**src/rtl/half_adder_dataflow_pkg.sv**
```systemverilog
//------------------------------------------------------------------------------
// Module   : half_adder_dataflow_pkg
// Purpose  : Shared width bounds, lane-result type and evaluation helper for
//            the half-adder family (reused by the full-adder block).
// Revision : 1.0 - initial release
//------------------------------------------------------------------------------
`default_nettype none

package half_adder_dataflow_pkg;

  localparam int WIDTH_MIN = 1;
  localparam int WIDTH_MAX = 64;

  typedef struct packed {
    logic carry;
    logic sum;
  } ha_result_t;

  function automatic ha_result_t ha_eval(input logic a, input logic b);
    ha_result_t r;
    r.sum   = a ^ b;
    r.carry = a & b;
    return r;
  endfunction

endpackage

`default_nettype wire

```
**src/rtl/half_adder_bit.sv**
```systemverilog
//------------------------------------------------------------------------------
// Module   : half_adder_bit
// Purpose  : Single-lane combinational half adder (XOR sum, AND carry).
// Revision : 1.0 - initial release
//------------------------------------------------------------------------------
`default_nettype none

module half_adder_bit
  import half_adder_dataflow_pkg::*;
(
  input  logic a,
  input  logic b,
  output logic sum,
  output logic carry
);

  ha_result_t res;

  assign res   = ha_eval(a, b);
  assign sum   = res.sum;
  assign carry = res.carry;

endmodule

`default_nettype wire

```
**src/rtl/half_adder_dataflow.sv**
```systemverilog
//------------------------------------------------------------------------------
// Module   : half_adder_dataflow
// Purpose  : WIDTH-lane half adder with zero-latency outputs plus a one-stage
//            registered copy qualified by out_valid.
// Revision : 1.0 - initial release
//------------------------------------------------------------------------------
`default_nettype none

module half_adder_dataflow
  import half_adder_dataflow_pkg::*;
#(
  parameter int WIDTH = 1
) (
  input  logic             clk,
  input  logic             rst,
  input  logic [WIDTH-1:0] a,
  input  logic [WIDTH-1:0] b,
  input  logic             in_valid,
  output logic [WIDTH-1:0] sum,
  output logic [WIDTH-1:0] carry,
  output logic [WIDTH-1:0] sum_q,
  output logic [WIDTH-1:0] carry_q,
  output logic             out_valid
);

  generate
    if ((WIDTH < WIDTH_MIN) || (WIDTH > WIDTH_MAX)) begin : g_bad_width
      $error("half_adder_dataflow: WIDTH out of range");
    end
  endgenerate

  // Lanes are independent: no carry ever crosses between bit positions.
  generate
    for (genvar i = 0; i < WIDTH; i++) begin : g_lane
      half_adder_bit u_bit (
        .a     (a[i]),
        .b     (b[i]),
        .sum   (sum[i]),
        .carry (carry[i])
      );
    end
  endgenerate

  // Data registers hold when no new operand arrives; only the valid flag drops.
  always_ff @(posedge clk) begin
    if (rst) begin
      sum_q     <= '0;
      carry_q   <= '0;
      out_valid <= 1'b0;
    end else if (in_valid) begin
      sum_q     <= sum;
      carry_q   <= carry;
      out_valid <= 1'b1;
    end else begin
      out_valid <= 1'b0;
    end
  end

endmodule

`default_nettype wire

```
**config.mk**
```make
export PLATFORM = sky130hd
export DESIGN_NAME = half_adder_dataflow
export DESIGN_NICKNAME = d
export VERILOG_FILES = /design/src/rtl/half_adder_dataflow_pkg.sv /design/src/rtl/half_adder_bit.sv /design/src/rtl/half_adder_dataflow.sv
export SDC_FILE = /design/constraint.sdc
export NUM_CORES = 1
export LEC_CHECK = 0
export BUFFER_PORTS_ARGS = -buffer_cell sky130_fd_sc_hd__buf_4
export CORE_AREA = 5 5 42 44
export DETAILED_ROUTE_END_ITERATION = 12
export DIE_AREA = 0 0 47 49
export PLACE_DENSITY = 0.31
export SETUP_SLACK_MARGIN = 0.5
export SLEW_MARGIN = 5
export SYNTH_ARGS = -nofsm -noshare
export SYNTH_HDL_FRONTEND = slang
export SYNTH_SLANG_ARGS = --single-unit
```
**constraint.sdc**
```tcl
create_clock -name clk -period 0.8 [get_ports clk]
set_clock_uncertainty 0.05 [all_clocks]
set_input_delay 0.04 -clock clk [delete_from_list [all_inputs] [get_ports clk]]
set_output_delay 0.04 -clock clk [all_outputs]
set_load 0.005 [all_outputs]
```
==> results of run 1 <==
==> kinds of logic after synthesis <==
| family | synth area share [%] |
|---|---|
| flops | 56.5 |
| fa+ha+maj | 11.8 |
| simple gates | 12.9 |
| mux | 18.8 |
==> placed cells by master, fill, tap and decap left out <==
| cell type | Yosys | layout |
|---|---|---|
| buf_6 | 0 | 7 |
| dfxtp_2 | 0 | 3 |
| ha_4 | 0 | 1 |
| clkbuf_4 | 0 | 3 |
| buf_4 | 0 | 2 |
| mux2i_1 | 2 | 2 |
| nor2b_1 | 1 | 1 |
| nor2_1 | 2 | 2 |
| clkbuf_1 | 0 | 1 |
==> power by group <==
part	switching [mW]	internal, mW	leakage (nW)
logic	0.0265	0.0603	0.0775
registers	0.00542	0.161	0.0258
clock network	0.0753	0.187	0.0150
==> path summary, 6_finish.rpt <==
kind	slack, ns	end	startpoint
worst min-delay path	-0.08	carry_q	rst
worst max register to register	0.15	sum_q	sum_q
worst max-delay path	0.06	sum_q	sum_q
worst min register to register	0.44	carry_q	carry_q
==> stage by stage <==
step | instance area, um2 | instances | hold slack, ns | setup WS (ns)
global placement | 208 | 34 | 0.163 | 0.0704
global route | 263 | 38 | -0.0881 | 0.0183
finish | 263 | 38 | -0.0757 | 0.0564
CTS | 263 | 38 | -0.0864 | 0.0397
detailed placement | 208 | 34 | 0.163 | 0.0591
floorplan | 120 | 9 | 0.0542 | 0.186
==> flip-flops by register name, summed over array words and instances, names as in the netlist <==
signal and count:
carry_q 1, sum_q 1, out_valid 1
==> cell type report <==
cell class              instances  area (um2)
fillers                       162        1140
multi-input cells               6        58.8
well taps                      16        20.0
repair buffers                  9        93.8
flip-flops and latches          3        63.8
clock buffers                   4        26.3
==> metal layers <==
metal | vias to the layer above | GRT usage (%) | part of all wire [%]
met1 | 41 | 4.16 | 57
met2 | 10 | 3.17 | 25
met4 | 0 | 2.76 | 0
li1 | 58 | - | -
met3 | 0 | 5.54 | 19
met5 | - | 0 | 0
==> repair_timing <==
item,CTS,global route
setup endpoints to repair,7,7
setup buffers,0,0
resized for setup,9,0
gates cloned,0,0
endpoints found under the hold margin,3,3
pin swaps,1,1
==> summary.md, run 1 <==
| Metric | Value |
|---|---|
| Outcome | `complete, but fails checks` |
| Failing checks | `negative hold slack` |
| Number of global-route vias before repair | `approximately 120` |
| Startpoint Class | `flip-flop` |
| Die Height | `between 40 and 50 um` |
| GRT Util Overall | `3.80%` |
| Fmax | `1.34 GHz` |
| Critical Path Fanout Max | `2` |
| Overall Power | `0.515 mW` |
| Antenna violations before repair | `0` |
| Worst hold slack | `-0.0757 ns` |
| # DRC | `0` |
| Fin crit share | `92.9%` |
| Final Max Slew Viols | `0` |
| Vias | `about 110` |
| Crit path kind | `flip-flop to primary output` |
| Seq/Total Area, Yosys | `between 50% and 60%` |
| Synthesized area | `~110 um2` |
| Layout cells sized above 1 | `a little over 70%` |
| Width of the chip | `47 um` |
| Placer Congestion | `approximately 0.72` |
| Starting DRT DRC Count | `2` |
| Most common cell in the synthesized netlist | `dfxtp_1` |
| TritonCTS clock tree | `yes` |
| Wire length per cell | `8.76 um` |
| Largest net degree at the start of global routing | `4` |
| TritonRoute pass-1 iters | `4` |
| Synth cell types | `5` |
| CP Cell Sequence | `buf_6` |
| RSZ-0062 raised after global routing | `true` |
| Area grow syn2layout | `147%` |
| Synth top area share | `56.5%` |
| CORE AREA | `0.00140 mm2` |
| Setup TNS | `0 ns` |
| Leakage | `0.118 nW` |
| Worst slew margin | `91.4%` |
| Data arrival time of the worst path | `about 0.65 ns` |
| Crit path capture type | `primary output` |
| Diodes inserted | `0` |
| CP max stage cell | `dfxtp_2` |
| TritonCTS buffer count | `3` |
| Power per cell area | `1960 mW/mm2` |
| Critical Path RT | `0.71 ns` |
| Final net count | `29` |
| Post-synth top area cell | `dfxtp_1` |
| IO Count | `10` |
| Wirelength, routed | `333 um` |
| Post-route ant nets | `0` |
| Top FF cell, synth | `dfxtp_1` |
| CP Depth | `1` |
| Clock sink count | `3` |
| Max Cap Viol | `0` |
| Mean Syn Cell Area | `11.8 um2` |
| Fin util | `a little under a fifth` |
| First-pass GRT wire length | `just over 500 um` |
| Cell Rows | `14` |
| Seq cells post-synth | `3` |
| Worst-skew pair later-pin latency | `about 0.23 ns` |
| Die area | `0.00230 mm2` |
| Number of vias per cell | `2.87` |
| Least-Margin Pin Slew | `about 0.13 ns` |
| HP Class | `input pin to flip-flop` |
| Root Buffer | `clkbuf_4` |
| GRT overflow | `0` |
| Max VDD drop | `0.751 mV` |
| Synthesized net count | `15` |
| Setup Viol. Count Final | `0` |
| CP delay by family, top | `flip-flops` |
| Max stage delay on crit path | `0.32 ns` |
| Hold Vio Cnt, Final | `3` |
| Most area-consuming cells after synthesis | `dfxtp_1 56%, mux2i_1 19%, ha_1 12%` |
| Cells after synthesis | `9` |
| Initial core utilization | `7.59%` |
| Post-synth EDFFs | `0` |
| Top post-synthesis cells by count | `3 x dfxtp_1, 2 x mux2i_1, 2 x nor2_1` |
| Port Buf Inserts | `9` |
| Min cycle time layout | `0.744 ns` |
| Ys async rst share | `0%` |
| Clock buffer depth | `2` |
| # H-tree levels | `1` |
| R2r worst-path depth | `2` |
| Hold path cells | `2` |
| Clk slew on worst S/H paths | `0.04 ns` |
| Number of buffers and inverters on the critical path | `1` |
| Count of yosys warnings during synthesis | `0` |
No activity file was read; power rests on OpenSTA's default activity.
==> inputs of run 2 (changes only) <==
Settings changed: SETUP_SLACK_MARGIN 0.5 to default.
==> run 2 against run 1 <==
  * The run now ends clean
  * First-iteration DRC count up 50%
  * Global-route usage fell by 0.14 points
  * Wire length decreased by 7.5%
  * Power fell by 3.8%
  * Flip-flop and latch count stayed put
  * Worst hold slack improved by 0.085 ns
  * Critical endpoint unchanged
==> summary.md, run 2 (synthesis results as in run 1) <==
| Metric | Value |
|---|---|
| Outcome | `finished clean` |
| Startpoint Class | `flip-flop` |
| Post-route ant nets | `0 (unchanged)` |
| Min cycle time layout | `0.759 ns (+0.0158 ns)` |
| Commonest non-fill, non-tap cells in the layout | `9 x buf_4, 3 x clkbuf_4, 2 x mux2i_1, 2 x nor2_1, 2 x dfxtp_2` |
| Place WS | `0.00181 ns (-0.0573 ns)` |
| Starting DRT DRC Count | `3 (+1)` |
| Antenna violations before repair | `0 (unchanged)` |
| Least-Margin Pin Slew | `0.122 ns (-0.00321 ns)` |
| Fin crit share | `94.9% (+2.0 points)` |
| Final Max Slew Viols | `0 (unchanged)` |
| TritonRoute pass-1 iters | `4 (unchanged)` |
| Largest regs | `carry_q: 1 flops, out_valid: 1 flops, sum_q: 1 flops` |
| Fin util | `16.6% (-2.1 points)` |
| Root Buffer | `clkbuf_4` |
| Setup TNS | `0 ns (unchanged)` |
| Clock sink count | `3 (unchanged)` |
| CP max stage cell | `dfxtp_2` |
| Area grow syn2layout | `119%` |
| Max VDD drop | `0.389 mV (-48%)` |
| Number of buffers and inverters on the critical path | `1 (unchanged)` |
| Vias | `106 (-2.8%)` |
| TritonCTS clock tree | `yes` |
| Crit path kind | `flip-flop to primary output` |
| # DRC | `0 (unchanged)` |
| Leakage | `0.115 nW (-2.9%)` |
| CP delay by family, top | `flip-flops` |
| Fill cells | `165 (+1.9%)` |
| Number of global-route vias before repair | `115 (-6.5%)` |
| Data arrival time of the worst path | `0.67 ns (+0.02 ns)` |
| Clock buffer depth | `2 (unchanged)` |
| Hold wc startpoint | `in_valid` |
| Reg2reg start | `sum_q` |
| Max stage delay on crit path | `0.31 ns (about the same)` |
| Commonest non-fill, non-tap cell in the layout | `buf_4` |
| Crit path capture type | `primary output` |
| # H-tree levels | `1 (unchanged)` |
| Clk slew on worst S/H paths | `0.04 ns (about the same)` |
| Final net count | `30 (+3.4%)` |
| Hold Vio Cnt, Final | `0 (-3)` |
| Largest net degree at the start of global routing | `4 (unchanged)` |
| Placer Congestion | `0.722 (-0.25%)` |
| Layout cells sized above 1 | `60.9% (-12 points)` |
| GRT Util Overall | `3.66% (-0.14 points)` |
| Width of the chip | `47 um (unchanged)` |
| CORE AREA | `0.00140 mm2 (unchanged)` |
| Die area | `0.00230 mm2 (unchanged)` |
| CP Cell Sequence | `buf_4` |
| Wirelength, routed | `308 um (-7.5%)` |
| Cell Rows | `14 (unchanged)` |
| Worst-skew pair later-pin latency | `0.23 ns (about the same)` |
| Critical Path Fanout Max | `2 (unchanged)` |
| Post-CTS Setup Bufs | `0 (unchanged)` |
| HP Class | `input pin to flip-flop` |
| Fmax | `1.32 GHz (-2.1%)` |
| RSZ-0062 raised after global routing | `false` |
| First-pass GRT wire length | `489 um (-5.4%)` |
| Setup Viol. Count Final | `0 (unchanged)` |
| GRT overflow | `0 (unchanged)` |
| TritonCTS buffer count | `3 (unchanged)` |
| Worst slew margin | `91.6% (+0.22 points)` |
| Initial core utilization | `7.59% (unchanged)` |
| Power per cell area | `2130 mW/mm2 (+8.6%)` |
| Setup ws final | `0.0407 ns (-0.0158 ns)` |
| Port Buf Inserts | `9 (unchanged)` |
| Number of vias per cell | `2.72 (-5.2%)` |
| Die Height | `49 um (unchanged)` |
| CP startpoint | `sum_q` |
| IO Count | `10 (unchanged)` |
| Wire length per cell | `7.90 um (-9.9%)` |
| Critical Path RT | `0.71 ns (about the same)` |
| Max Cap Viol | `0 (unchanged)` |
| Diodes inserted | `0 (unchanged)` |
## run 2: what timing repair did
item | CTS | global route
hold buffers | 1 | 0
endpoints found under the setup margin | 0 | 2
hold endpoints to repair | 3 | 0
resized for setup | 0 | 2
## run 2: per-layer routing
metal | vias up | wire [um] | share of wire (%) | track usage, %
met5 | - | 0 | 0 | 0
met4 | 0 | 0 | 0 | 4.15
met3 | 0 | 108 | 35 | 6.64
met2 | 10 | 52 | 17 | 1.81
met1 | 37 | 147 | 48 | 3.73
li1 | 59 | - | - | -
## run 2: where the power goes
part           leakage (nW)  switching [mW]  total (mW)  internal, mW
Sequential           0.0255         0.00399       0.164         0.160
Combinational        0.0743          0.0233      0.0681        0.0448
Clock                0.0150          0.0765       0.263         0.187
## run 2: final cells by class
class	instances	area, um2	share of cell area, %
flip-flops and latches	3	62.6	26.9
well taps	16	20.0	8.60
clock buffers	4	26.3	11.3
repair buffers	10	77.6	33.3
multi-input cells	6	46.3	19.9
## run 2: stage by stage
step	area (um2)	hold WS, ns	total power, mW	cells
final	233	0.00937	0.496	39
after global routing	233	0.00177	0.538	39
after CTS	230	0.00499	0.508	39
after detailed placement	194	0.172	0.230	34
after global placement	194	0.170	0.230	34
after floorplan	106	0.0616	0.184	9
## run 2: final timing paths
path                                   to  slack [ns]  depth (start not counted)
worst min-delay path            out_valid       0.009                          2
worst min register to register    carry_q        0.43                          2
worst max register to register      sum_q        0.16                          2
worst max-delay path                sum_q        0.04                          1
==> inputs of run 3 (changes only) <==
Settings changed: ABC_AREA from default to 1, CAP_MARGIN from default to 40, PLACE_DENSITY 0.31 to 0.33.
==> run 3 against run 2 <==
  * Clock-buffer cell count stayed put
  * Clock power hardly changed
  * Sequential power hardly changed
  * Via count is 33% higher
  * Final cell count is 21% higher
  * Worst setup slack worse by 0.0033 ns
  * Cell area is 5.9% higher
  * Critical endpoint is now carry_q
==> summary.md, run 3 <==
| Metric | Value |
|---|---|
| HP Class | `input pin to flip-flop` |
| Synth top area share | `49.5% (-7.0 points)` |
| Worst slew margin | `93.9% (+2.2 points)` |
| Antenna violations before repair | `0 (unchanged)` |
| Uppermost layer routed | `met4` |
| Overall Power | `0.508 mW (+2.5%)` |
| Clock buffer depth | `2 (unchanged)` |
| Crit path kind | `input pin to flip-flop` |
| Number of vias per cell | `3.00 (+10%)` |
| Setup ws final | `0.0374 ns (-0.00326 ns)` |
| Most common cell in the synthesized netlist | `nor2_1` |
| Wire length on met3 | `84 um (-22%)` |
| Layout cells sized above 1 | `41.9% (-19 points)` |
| Area grow syn2layout | `103%` |
| Wire length on met1 | `175 um (+19%)` |
| Max Cap Viol | `0 (unchanged)` |
| Clock sink count | `3 (unchanged)` |
| Die area | `0.00230 mm2 (unchanged)` |
| Setup Viol. Count Final | `0 (unchanged)` |
| Port Buf Inserts | `9 (unchanged)` |
| Commonest non-fill, non-tap cells in the layout | `9 x buf_4, 5 x nor2_1, 4 x inv_1, 4 x nand2_1, 3 x clkbuf_4` |
| Synth cell types | `5 (unchanged)` |
| Startpoint Class | `input pin` |
| Commonest non-fill, non-tap cell in the layout | `buf_4` |
| Area post-placement | `209 um2 (+7.7%)` |
| Die Height | `49 um (unchanged)` |
| Hold Vio Cnt, Final | `0 (unchanged)` |
| Diodes inserted | `0 (unchanged)` |
| GRT Util Overall | `4.79% (+1.1 points)` |
| GRT overflow | `0 (unchanged)` |
| Wire length per cell | `7.81 um (-1.1%)` |
| Post-synth EDFFs | `0 (unchanged)` |
| Placer Congestion | `0.718 (-0.54%)` |
| Crit path capture type | `flip-flop` |
| Synthesized net count | `23 (+8)` |
| Top FF cell, synth | `dfxtp_1` |
| # H-tree levels | `1 (unchanged)` |
| Final net count | `38 (+27%)` |
| Place WS | `0.00873 ns (+0.00692 ns)` |
| # DRC | `0 (unchanged)` |
| Vias | `141 (+33%)` |
| Fmax | `1.31 GHz (-0.43%)` |
| Data arrival time of the worst path | `0.88 ns (+0.21 ns)` |
| Outcome | `finished clean` |
| TritonCTS buffer count | `3 (unchanged)` |
| WL met2 | `93 um (+79%)` |
| Fin crit share | `95.3% (+0.41 points)` |
| Critical Path RT | `0.92 ns (+0.21 ns)` |
| Power per cell area | `2060 mW/mm2 (-3.3%)` |
| TritonCTS clock tree | `yes` |
| Post-route cell area | `246 um2 (+5.9%)` |
| Final Max Slew Viols | `0 (unchanged)` |
| CORE AREA | `0.00140 mm2 (unchanged)` |
| Largest regs | `carry_q: 1 flops, out_valid: 1 flops, sum_q: 1 flops` |
| Min cycle time layout | `0.763 ns (+0.00326 ns)` |
| Setup TNS | `0 ns (unchanged)` |
| Worst-skew pair later-pin latency | `0.23 ns (about the same)` |
| Seq cells post-synth | `3 (unchanged)` |
| First-pass GRT wire length | `648 um (+33%)` |
| Seq/Total Area, Yosys | `49.5% (-7.0 points)` |
| Root Buffer | `clkbuf_4` |
| Ys async rst share | `0% (unchanged)` |
| Post-route ant nets | `0 (unchanged)` |
| Wirelength, routed | `367 um (+19%)` |
| RSZ-0062 raised after global routing | `false` |
| Initial core utilization | `8.66% (+1.1 points)` |
| Clk slew on worst S/H paths | `0.04 ns (about the same)` |
| Synthesized area | `121 um2 (+14%)` |
| Mean Syn Cell Area | `7.14 um2 (-40%)` |
| Leakage | `0.137 nW (+19%)` |
| TritonRoute pass-1 iters | `3 (-1)` |
| Cells after synthesis | `17 (+8)` |
| Cell Rows | `14 (unchanged)` |
| Width of the chip | `47 um (unchanged)` |
| Post-CTS Setup Bufs | `0 (unchanged)` |
| Largest net degree at the start of global routing | `6 (+2)` |
| Top post-synthesis cells by count | `5 x nor2_1, 4 x inv_1, 4 x nand2_1` |
| Most area-consuming cells after synthesis | `dfxtp_1 49%, nor2_1 15%, inv_1 12%` |
| Post-synth top area cell | `dfxtp_1` |
| Max VDD drop | `0.344 mV (-12%)` |
| Starting DRT DRC Count | `2 (-1)` |
| IO Count | `10 (unchanged)` |
| Number of global-route vias before repair | `131 (+14%)` |
| Critical Path Fanout Max | `2 (unchanged)` |
| Least-Margin Pin Slew | `0.0922 ns (-0.0297 ns)` |
| Count of yosys warnings during synthesis | `0 (unchanged)` |
-- run 3: cell types whose count changed in the layout (fill, tap and decap cells not counted), sizes merged --
cell / change
nor2: +3
nor2b: -1
mux2i: -2
inv: +4
nand2: +4
-- run 3: final timing paths --
path,from,endpoint,slack (ns),cells after the start
max,rst,carry_q,0.04,5
min,in_valid,out_valid,0.006,3
max reg2reg,carry_q,carry_q,0.19,2
min reg2reg,sum_q,sum_q,0.42,2
-- run 3: logic make-up after synthesis --
| kind of cell | after synthesis | share of synthesized area, % |
|---|---|---|
| simple gates | 9 | 27.8 |
| buf+inv | 4 | 12.4 |
| flops | 3 | 49.5 |
| fa+ha+maj | 1 | 10.3 |
-- run 3: stage by stage --
stage	hold WS, ns	instances	utilization [%]
2_1_floorplan	0.0612	17	-
5_1_grt	0.00742	47	17.6
3_5_place_dp	0.161	42	14.9
6_report	0.00593	47	17.6
3_3_place_gp	0.162	42	14.9
4_1_cts	0.000992	47	17.5
-- run 3: final cells by class --
| cell class | count | area (um2) |
|---|---|---|
| tap | 16 | 20.0 |
| timing repair buffer | 10 | 77.6 |
| fill | 165 | 1150 |
| clock buffer | 4 | 26.3 |
| sequential | 3 | 61.3 |
| inverter | 4 | 15.0 |
| multi-input combinational | 10 | 46.3 |
-- run 3: what timing repair did --
action,4_1_cts,5_1_grt
hold endpoints to repair,1,0
hold buffers,1,0
setup endpoints to repair,0,1
resized for setup,0,1
-- run 3: report_power, final --
group	internal [mW]	total (mW)	switching [mW]
Clock	0.187	0.265	0.0785
Sequential	0.161	0.166	0.00439
Combinational	0.0470	0.0767	0.0297
-- run 3: routing by layer --
| layer | track usage, % | up-vias |
|---|---|---|
| li1 | - | 76 |
| met1 | 5.26 | 51 |
| met2 | 3.39 | 12 |
| met3 | 6.27 | 2 |
| met4 | 5.53 | 0 |
| met5 | 0 | - |
-- run 3: critical path: stages --
cell	delay, ns
dlygate4sd3_1	0.53
buf_4	0.13
inv_1	0.06
nand2_1	0.05
nor2_1	0.07
